==> src/rtl/sirali_bolucu.sv <==
// Multi-cycle radix-2 restoring divider with RISC-V DIV/DIVU/REM/REMU semantics.
// One quotient bit per cycle; divide-by-zero and signed overflow finish on the start edge.
module sirali_bolucu #(
  parameter int VERI_BIT = 32
) (
  input  logic                clk_i,
  input  logic                rst_i,
  input  logic                basla_i,
  input  logic                iptal_i,
  input  logic [VERI_BIT-1:0] bolunen_i,
  input  logic [VERI_BIT-1:0] bolen_i,
  input  logic                isaretli_bolme_i,
  output logic [VERI_BIT-1:0] bolum_o,
  output logic [VERI_BIT-1:0] kalan_o,
  output logic                hazir_o,
  output logic                mesgul_o
);

  localparam int SAYAC_W = $clog2(VERI_BIT);

  typedef enum logic [1:0] {BOSTA, HESAPLA, DUZELT, BITTI} durum_t;

  durum_t durum_q, durum_d;

  logic [SAYAC_W-1:0]  sayac_q, sayac_d;
  logic [VERI_BIT:0]   kalan_kismi_q, kalan_kismi_d;
  logic [VERI_BIT-1:0] bolum_kaydirma_q, bolum_kaydirma_d;
  logic [VERI_BIT-1:0] bolen_q, bolen_d;
  logic                bolum_isaret_q, bolum_isaret_d;
  logic                kalan_isaret_q, kalan_isaret_d;
  logic [VERI_BIT-1:0] bolum_q, bolum_d;
  logic [VERI_BIT-1:0] kalan_q, kalan_d;

  logic                kabul;
  logic                sifira_bolme;
  logic                tasma;
  logic                a_negatif, b_negatif;
  logic [VERI_BIT-1:0] a_buyukluk, b_buyukluk;
  logic [VERI_BIT+1:0] kaydir, fark;

  always_comb begin
    kabul        = basla_i && !iptal_i && (durum_q == BOSTA || durum_q == BITTI);
    sifira_bolme = (bolen_i == '0);
    tasma        = isaretli_bolme_i && (bolunen_i == {1'b1, {(VERI_BIT-1){1'b0}}})
                   && (bolen_i == '1);
    a_negatif    = isaretli_bolme_i && bolunen_i[VERI_BIT-1];
    b_negatif    = isaretli_bolme_i && bolen_i[VERI_BIT-1];
    // The most-negative value negates to itself, which is its correct unsigned magnitude.
    a_buyukluk   = a_negatif ? (~bolunen_i + 1'b1) : bolunen_i;
    b_buyukluk   = b_negatif ? (~bolen_i + 1'b1) : bolen_i;
    kaydir       = {kalan_kismi_q, bolum_kaydirma_q[VERI_BIT-1]};
    fark         = kaydir - {2'b00, bolen_q};
  end

  // State register
  always_ff @(posedge clk_i or posedge rst_i) begin
    if (rst_i) durum_q <= BOSTA;
    else       durum_q <= durum_d;
  end

  // Next-state logic
  always_comb begin
    durum_d = durum_q;
    if (iptal_i) begin
      durum_d = BOSTA;
    end else begin
      unique case (durum_q)
        BOSTA, BITTI: if (kabul) durum_d = (sifira_bolme || tasma) ? BITTI : HESAPLA;
        HESAPLA:      if (sayac_q == '0) durum_d = DUZELT;
        DUZELT:       durum_d = BITTI;
        default:      durum_d = BOSTA;
      endcase
    end
  end

  // Output logic
  always_comb begin
    hazir_o  = (durum_q == BITTI);
    mesgul_o = (durum_q == HESAPLA) || (durum_q == DUZELT);
    bolum_o  = bolum_q;
    kalan_o  = kalan_q;
  end

  // Datapath next-state
  always_comb begin
    // NOTE: every _d starts at its _q so no path through this block can infer a latch.
    sayac_d          = sayac_q;
    kalan_kismi_d    = kalan_kismi_q;
    bolum_kaydirma_d = bolum_kaydirma_q;
    bolen_d          = bolen_q;
    bolum_isaret_d   = bolum_isaret_q;
    kalan_isaret_d   = kalan_isaret_q;
    bolum_d          = bolum_q;
    kalan_d          = kalan_q;

    if (kabul) begin
      sayac_d          = SAYAC_W'(VERI_BIT - 1);
      kalan_kismi_d    = '0;
      bolum_kaydirma_d = a_buyukluk;
      bolen_d          = b_buyukluk;
      bolum_isaret_d   = a_negatif ^ b_negatif;
      kalan_isaret_d   = a_negatif;
      if (sifira_bolme) begin
        bolum_d = '1;
        kalan_d = bolunen_i;
      end else if (tasma) begin
        bolum_d = bolunen_i;
        kalan_d = '0;
      end
    end else if (!iptal_i && durum_q == HESAPLA) begin
      sayac_d = sayac_q - 1'b1;
      if (!fark[VERI_BIT+1]) begin
        kalan_kismi_d    = fark[VERI_BIT:0];
        bolum_kaydirma_d = {bolum_kaydirma_q[VERI_BIT-2:0], 1'b1};
      end else begin
        kalan_kismi_d    = kaydir[VERI_BIT:0];
        bolum_kaydirma_d = {bolum_kaydirma_q[VERI_BIT-2:0], 1'b0};
      end
    end else if (!iptal_i && durum_q == DUZELT) begin
      bolum_d = bolum_isaret_q ? (~bolum_kaydirma_q + 1'b1) : bolum_kaydirma_q;
      kalan_d = kalan_isaret_q ? (~kalan_kismi_q[VERI_BIT-1:0] + 1'b1)
                               : kalan_kismi_q[VERI_BIT-1:0];
    end
  end

  // NOTE: state registers use non-blocking assignments so all of them update from pre-edge values.
  always_ff @(posedge clk_i or posedge rst_i) begin
    if (rst_i) begin
      sayac_q          <= '0;
      kalan_kismi_q    <= '0;
      bolum_kaydirma_q <= '0;
      bolen_q          <= '0;
      bolum_isaret_q   <= 1'b0;
      kalan_isaret_q   <= 1'b0;
      bolum_q          <= '0;
      kalan_q          <= '0;
    end else begin
      sayac_q          <= sayac_d;
      kalan_kismi_q    <= kalan_kismi_d;
      bolum_kaydirma_q <= bolum_kaydirma_d;
      bolen_q          <= bolen_d;
      bolum_isaret_q   <= bolum_isaret_d;
      kalan_isaret_q   <= kalan_isaret_d;
      bolum_q          <= bolum_d;
      kalan_q          <= kalan_d;
    end
  end

endmodule
==> config.mk <==
export PLATFORM = sky130hd
export DESIGN_NAME = sirali_bolucu
export DESIGN_NICKNAME = d
export VERILOG_FILES = /design/src/rtl/sirali_bolucu.sv
export SDC_FILE = /design/constraint.sdc
export NUM_CORES = 1
export LEC_CHECK = 0
export ABC_AREA = 1
export CAP_MARGIN = 20
export CELL_PAD_IN_SITES_DETAIL_PLACEMENT = 1
export CELL_PAD_IN_SITES_GLOBAL_PLACEMENT = 1
export CORE_MARGIN = 2
export CORE_UTILIZATION = 35
export CTS_BUF_LIST = sky130_fd_sc_hd__clkbuf_4 sky130_fd_sc_hd__clkbuf_8 sky130_fd_sc_hd__clkbuf_16
export DETAILED_ROUTE_END_ITERATION = 8
export DONT_BUFFER_PORTS = 1
export GPL_ROUTABILITY_DRIVEN = 0
export PLACE_DENSITY_LB_ADDON = 0.1
export SLEW_MARGIN = 20
export SYNTH_ARGS = -nofsm -noshare
export SYNTH_HDL_FRONTEND = slang
export SYNTH_SLANG_ARGS = --single-unit
==> constraint.sdc <==
create_clock -name clk_i -period 5.6 [get_ports clk_i]
set_input_delay 1.12 -clock clk_i [delete_from_list [all_inputs] [get_ports clk_i]]
set_output_delay 1.12 -clock clk_i [all_outputs]
set_load 0.05 [all_outputs]
==> reports/metrics.yaml <==
start_kind: "flop"
die_y_um: 204
synth_flop_cell: "dfrtp_1"
antenna_found_initial: 0
vias: 14600
hold_buffers: 0
cpPeakStageDelay_ns: 0.69
synth_seq_cells: 170
async_flop_share_pct: 100
yosys_warnings: 0
worstPathRequired_ns: 5.94
synthDistinctLibCells: 44
port_buffers: 0
clockBufferDepth: 2
hpwl_um: 42600
critPathTopFamily: "buffers and inverters"
timing.fmax_mhz: 267
drv_cap: 0
relSlewSlack_pct: 39.6
crit_fanout: 58
track_usage_pct: 26.5
drc: 0
ios: 135
grt_max_degree: 81
drv_slew: 0
grt_pass1_wl_um: 85200
grt_use_met2_pct: 46.3
rr_startpoint: "durum_q[0]$_DFFE_PP0P_"
cts_inserted_buffers: 17
finish.instance_area_mm2: 0.0150
syn_inst: 2272
slowest_stage: "clkinv_2"
clk_latency_ns: 0.47
crit_chain: "inv_1 > ha_1 > inv_1 > nor3_4 > buf_4 > nor2_2 > buf_4 > inv_1 > buf_4 > nand3_2 > clkinv_2 > o21ai_0 > nand2_1"
post-route-min-period_ns: 3.75
syn_to_final_growth_pct: 7.12
n_antenna_cell: 0
drive_gt1_share_pct: 3.32
hp-class: "flop to flop"
worst_slew_pin_slew_ns: 0.906
coreArea_mm2: 0.0396
grt_overflow_total: 0
post_cts_resized: 0
ant_nets: 0
netlist_area_mm2: 0.0140
clock_skew_ns: 0.0175
dr.pass1.iters: 5
gr-usage-met1_pct: 33.9
period_share_pct: 66.9
final.setup.tns_ns: 0
power_density_mw_per_mm2: 657
min-delay-start: "bolen_q[3]$_DFFE_PP0P_"
layout_common_cells: "nand2_1 (747), inv_1 (319), nand3_1 (242), nor2_1 (186), dfrtp_1 (170)"
critPathArrivalTime_ns: 4.09
cp-end-kind: "flop"
cp_num_cells: 13
rsz0062_at_grt: "no"
clk_pin_slew_worst_paths_ns: 0.06
top_usage_layer: "met2"
start_util_pct: 35.3
die_x_um: 204
hold_depth: 2
nets: 2334
synth_edf_count: 0
status: "finished clean"
hold_violations: 0
viasPerCell: 5.29
ir_worst_vdd_v: 0.000271
grtUsageMet3_pct: 3.05
layout.cells.most_common: "nand2_1"
post-cts-setup-buffers: 0
wl_per_cell_um: 19.7
p_leak_nw: 7.93
initialDrtViolationCount: 729
cts_sinks: 170
h-tree-depth: 4
rows: 73
path_class: "flop to flop"
synth_nets: 2385
drt_wl_total_um: 54200
r2r_cells: 13
syn_avg_cell_area_um2: 6.16
crit_start: "durum_q[0]$_DFFE_PP0P_"
crit_buf_inv: 7
synth-seq-area-share_pct: 30.4
finalSetupViolations: 0
dpl_cell_area_mm2: 0.0144
cts_tree: "built"
grt_pass1_vias: 14800
cts-root-buf: "clkbuf_16"
die_area_mm2: 0.0416
num-fill-cells: 5305
## registers in the layout, indices dropped and copies added (netlist names)
signal and flops:
bolen_q 32, kalan_kismi_q 33, kalan_o 32, bolum_isaret_q 1, bolum_o 32, kalan_isaret_q 1
bolum_kaydirma_q 32, durum_q 2, sayac_q 5
## worst register-to-register path, stage by stage, from the launching register on
cell and delay [ns]:
dfrtp_1 0.41, inv_1 0.09, ha_1 0.31, inv_1 0.41
nor3_4 0.05, buf_4 0.23, nor2_2 0.11, buf_4 0.42
inv_1 0.10, buf_4 0.27, nand3_2 0.15, clkinv_2 0.69
o21ai_0 0.34, nand2_1 0.08
## synthesized netlist by cell type, types with 3 or more instances
cell / n / area share (%)
nand3_1: 242 / 8.6
nand4_1: 33 / 1.5
o21ai_1: 5 / 0.18
o211ai_1: 7 / 0.38
buf_6: 4 / 0.32
nor2_4: 3 / 0.24
nand3_2: 4 / 0.29
nor3_1: 37 / 1.3
a31oi_1: 17 / 0.76
a21oi_1: 74 / 2.6
and2_1: 7 / 0.31
buf_2: 25 / 0.89
o31ai_1: 28 / 1.5
xor2_1: 21 / 1.3
or2_2: 7 / 0.31
o221ai_1: 3 / 0.19
nand3b_1: 18 / 0.96
nor2_1: 188 / 5.0
o2111ai_1: 4 / 0.25
dfrtp_1: 170 / 30
o22ai_1: 26 / 1.2
xnor2_1: 19 / 1.2
buf_1: 6 / 0.16
inv_1: 321 / 8.6
ha_1: 43 / 3.8
nand2_1: 747 / 20
clkbuf_1: 52 / 1.4
o21ai_0: 137 / 4.9
nor2_2: 3 / 0.13
## final timing paths
check                           slack [ns]                         endpoint
worst max-delay path                  1.85           bolum_o[2]$_DFFE_PP0P_
worst min-delay path                  0.48           bolen_q[3]$_DFFE_PP0P_
worst max register to register        1.85           bolum_o[2]$_DFFE_PP0P_
worst min register to register        0.48           bolen_q[3]$_DFFE_PP0P_
max in group asynchronous             3.83           bolen_q[9]$_DFFE_PP0P_
min in group asynchronous             0.60  bolum_kaydirma_q[8]$_DFFE_PP0P_
## report_power, final
part	internal, mW	leakage [nW]	total, mW	switching (mW)
registers	1.71	2.19	2.82	1.11
clock network	0.694	0.276	1.23	0.533
logic	1.82	5.46	5.81	3.99
total	4.22	7.93	9.85	5.63
## through the flow
step / setup slack (ns) / cells / hold slack (ns) / util, % / power, mW
after floorplan: 2.31 / 2272 / 0.448 / - / 6.89
after global placement: 1.69 / 2726 / 0.471 / 36.4 / 8.52
after CTS: 1.84 / 2756 / 0.490 / 37.8 / 9.91
after global routing: 1.54 / 2756 / 0.508 / 37.8 / 10.8
final: 1.85 / 2756 / 0.482 / 37.8 / 9.85
after detailed placement: 1.50 / 2727 / 0.474 / 36.4 / 8.65
## final cells by class
| cell class | count | area, um^2 | share of cell area [%] |
|---|---|---|---|
| Clock inverter | 6 | 91.3 | 0.609 |
| Sequential cell | 170 | 4250 | 28.4 |
| Clock buffer | 23 | 483 | 3.22 |
| Multi-Input combinational cell | 1691 | 8160 | 54.4 |
| Timing Repair Buffer | 17 | 135 | 0.901 |
| Tap cell | 525 | 657 | 4.38 |
| Inverter | 324 | 1220 | 8.16 |
## routing by layer
| metal | routed length [um] | share of wire (%) | up-vias |
|---|---|---|---|
| li1 | - | - | 7193 |
| met5 | 0 | 0 | - |
| met4 | 1370 | 2.5 | 0 |
| met1 | 24900 | 46 | 7144 |
| met2 | 26700 | 49 | 178 |
| met3 | 1280 | 2.4 | 56 |
## cells by family (layout without fill, tap and decap cells)
group / after synthesis / count (layout) / synth area share [%]
buffers and inverters: 411 / 370 / 11.5
AOI/OAI and AO/OA: 309 / 309 / 12.4
and+or+nand+nor: 1298 / 1298 / 39.3
DFF: 170 / 170 / 30.4
xor gates and xnor gates: 40 / 40 / 2.50
adders and majority gates: 44 / 44 / 3.99
Power figures use the tool's default switching activity.
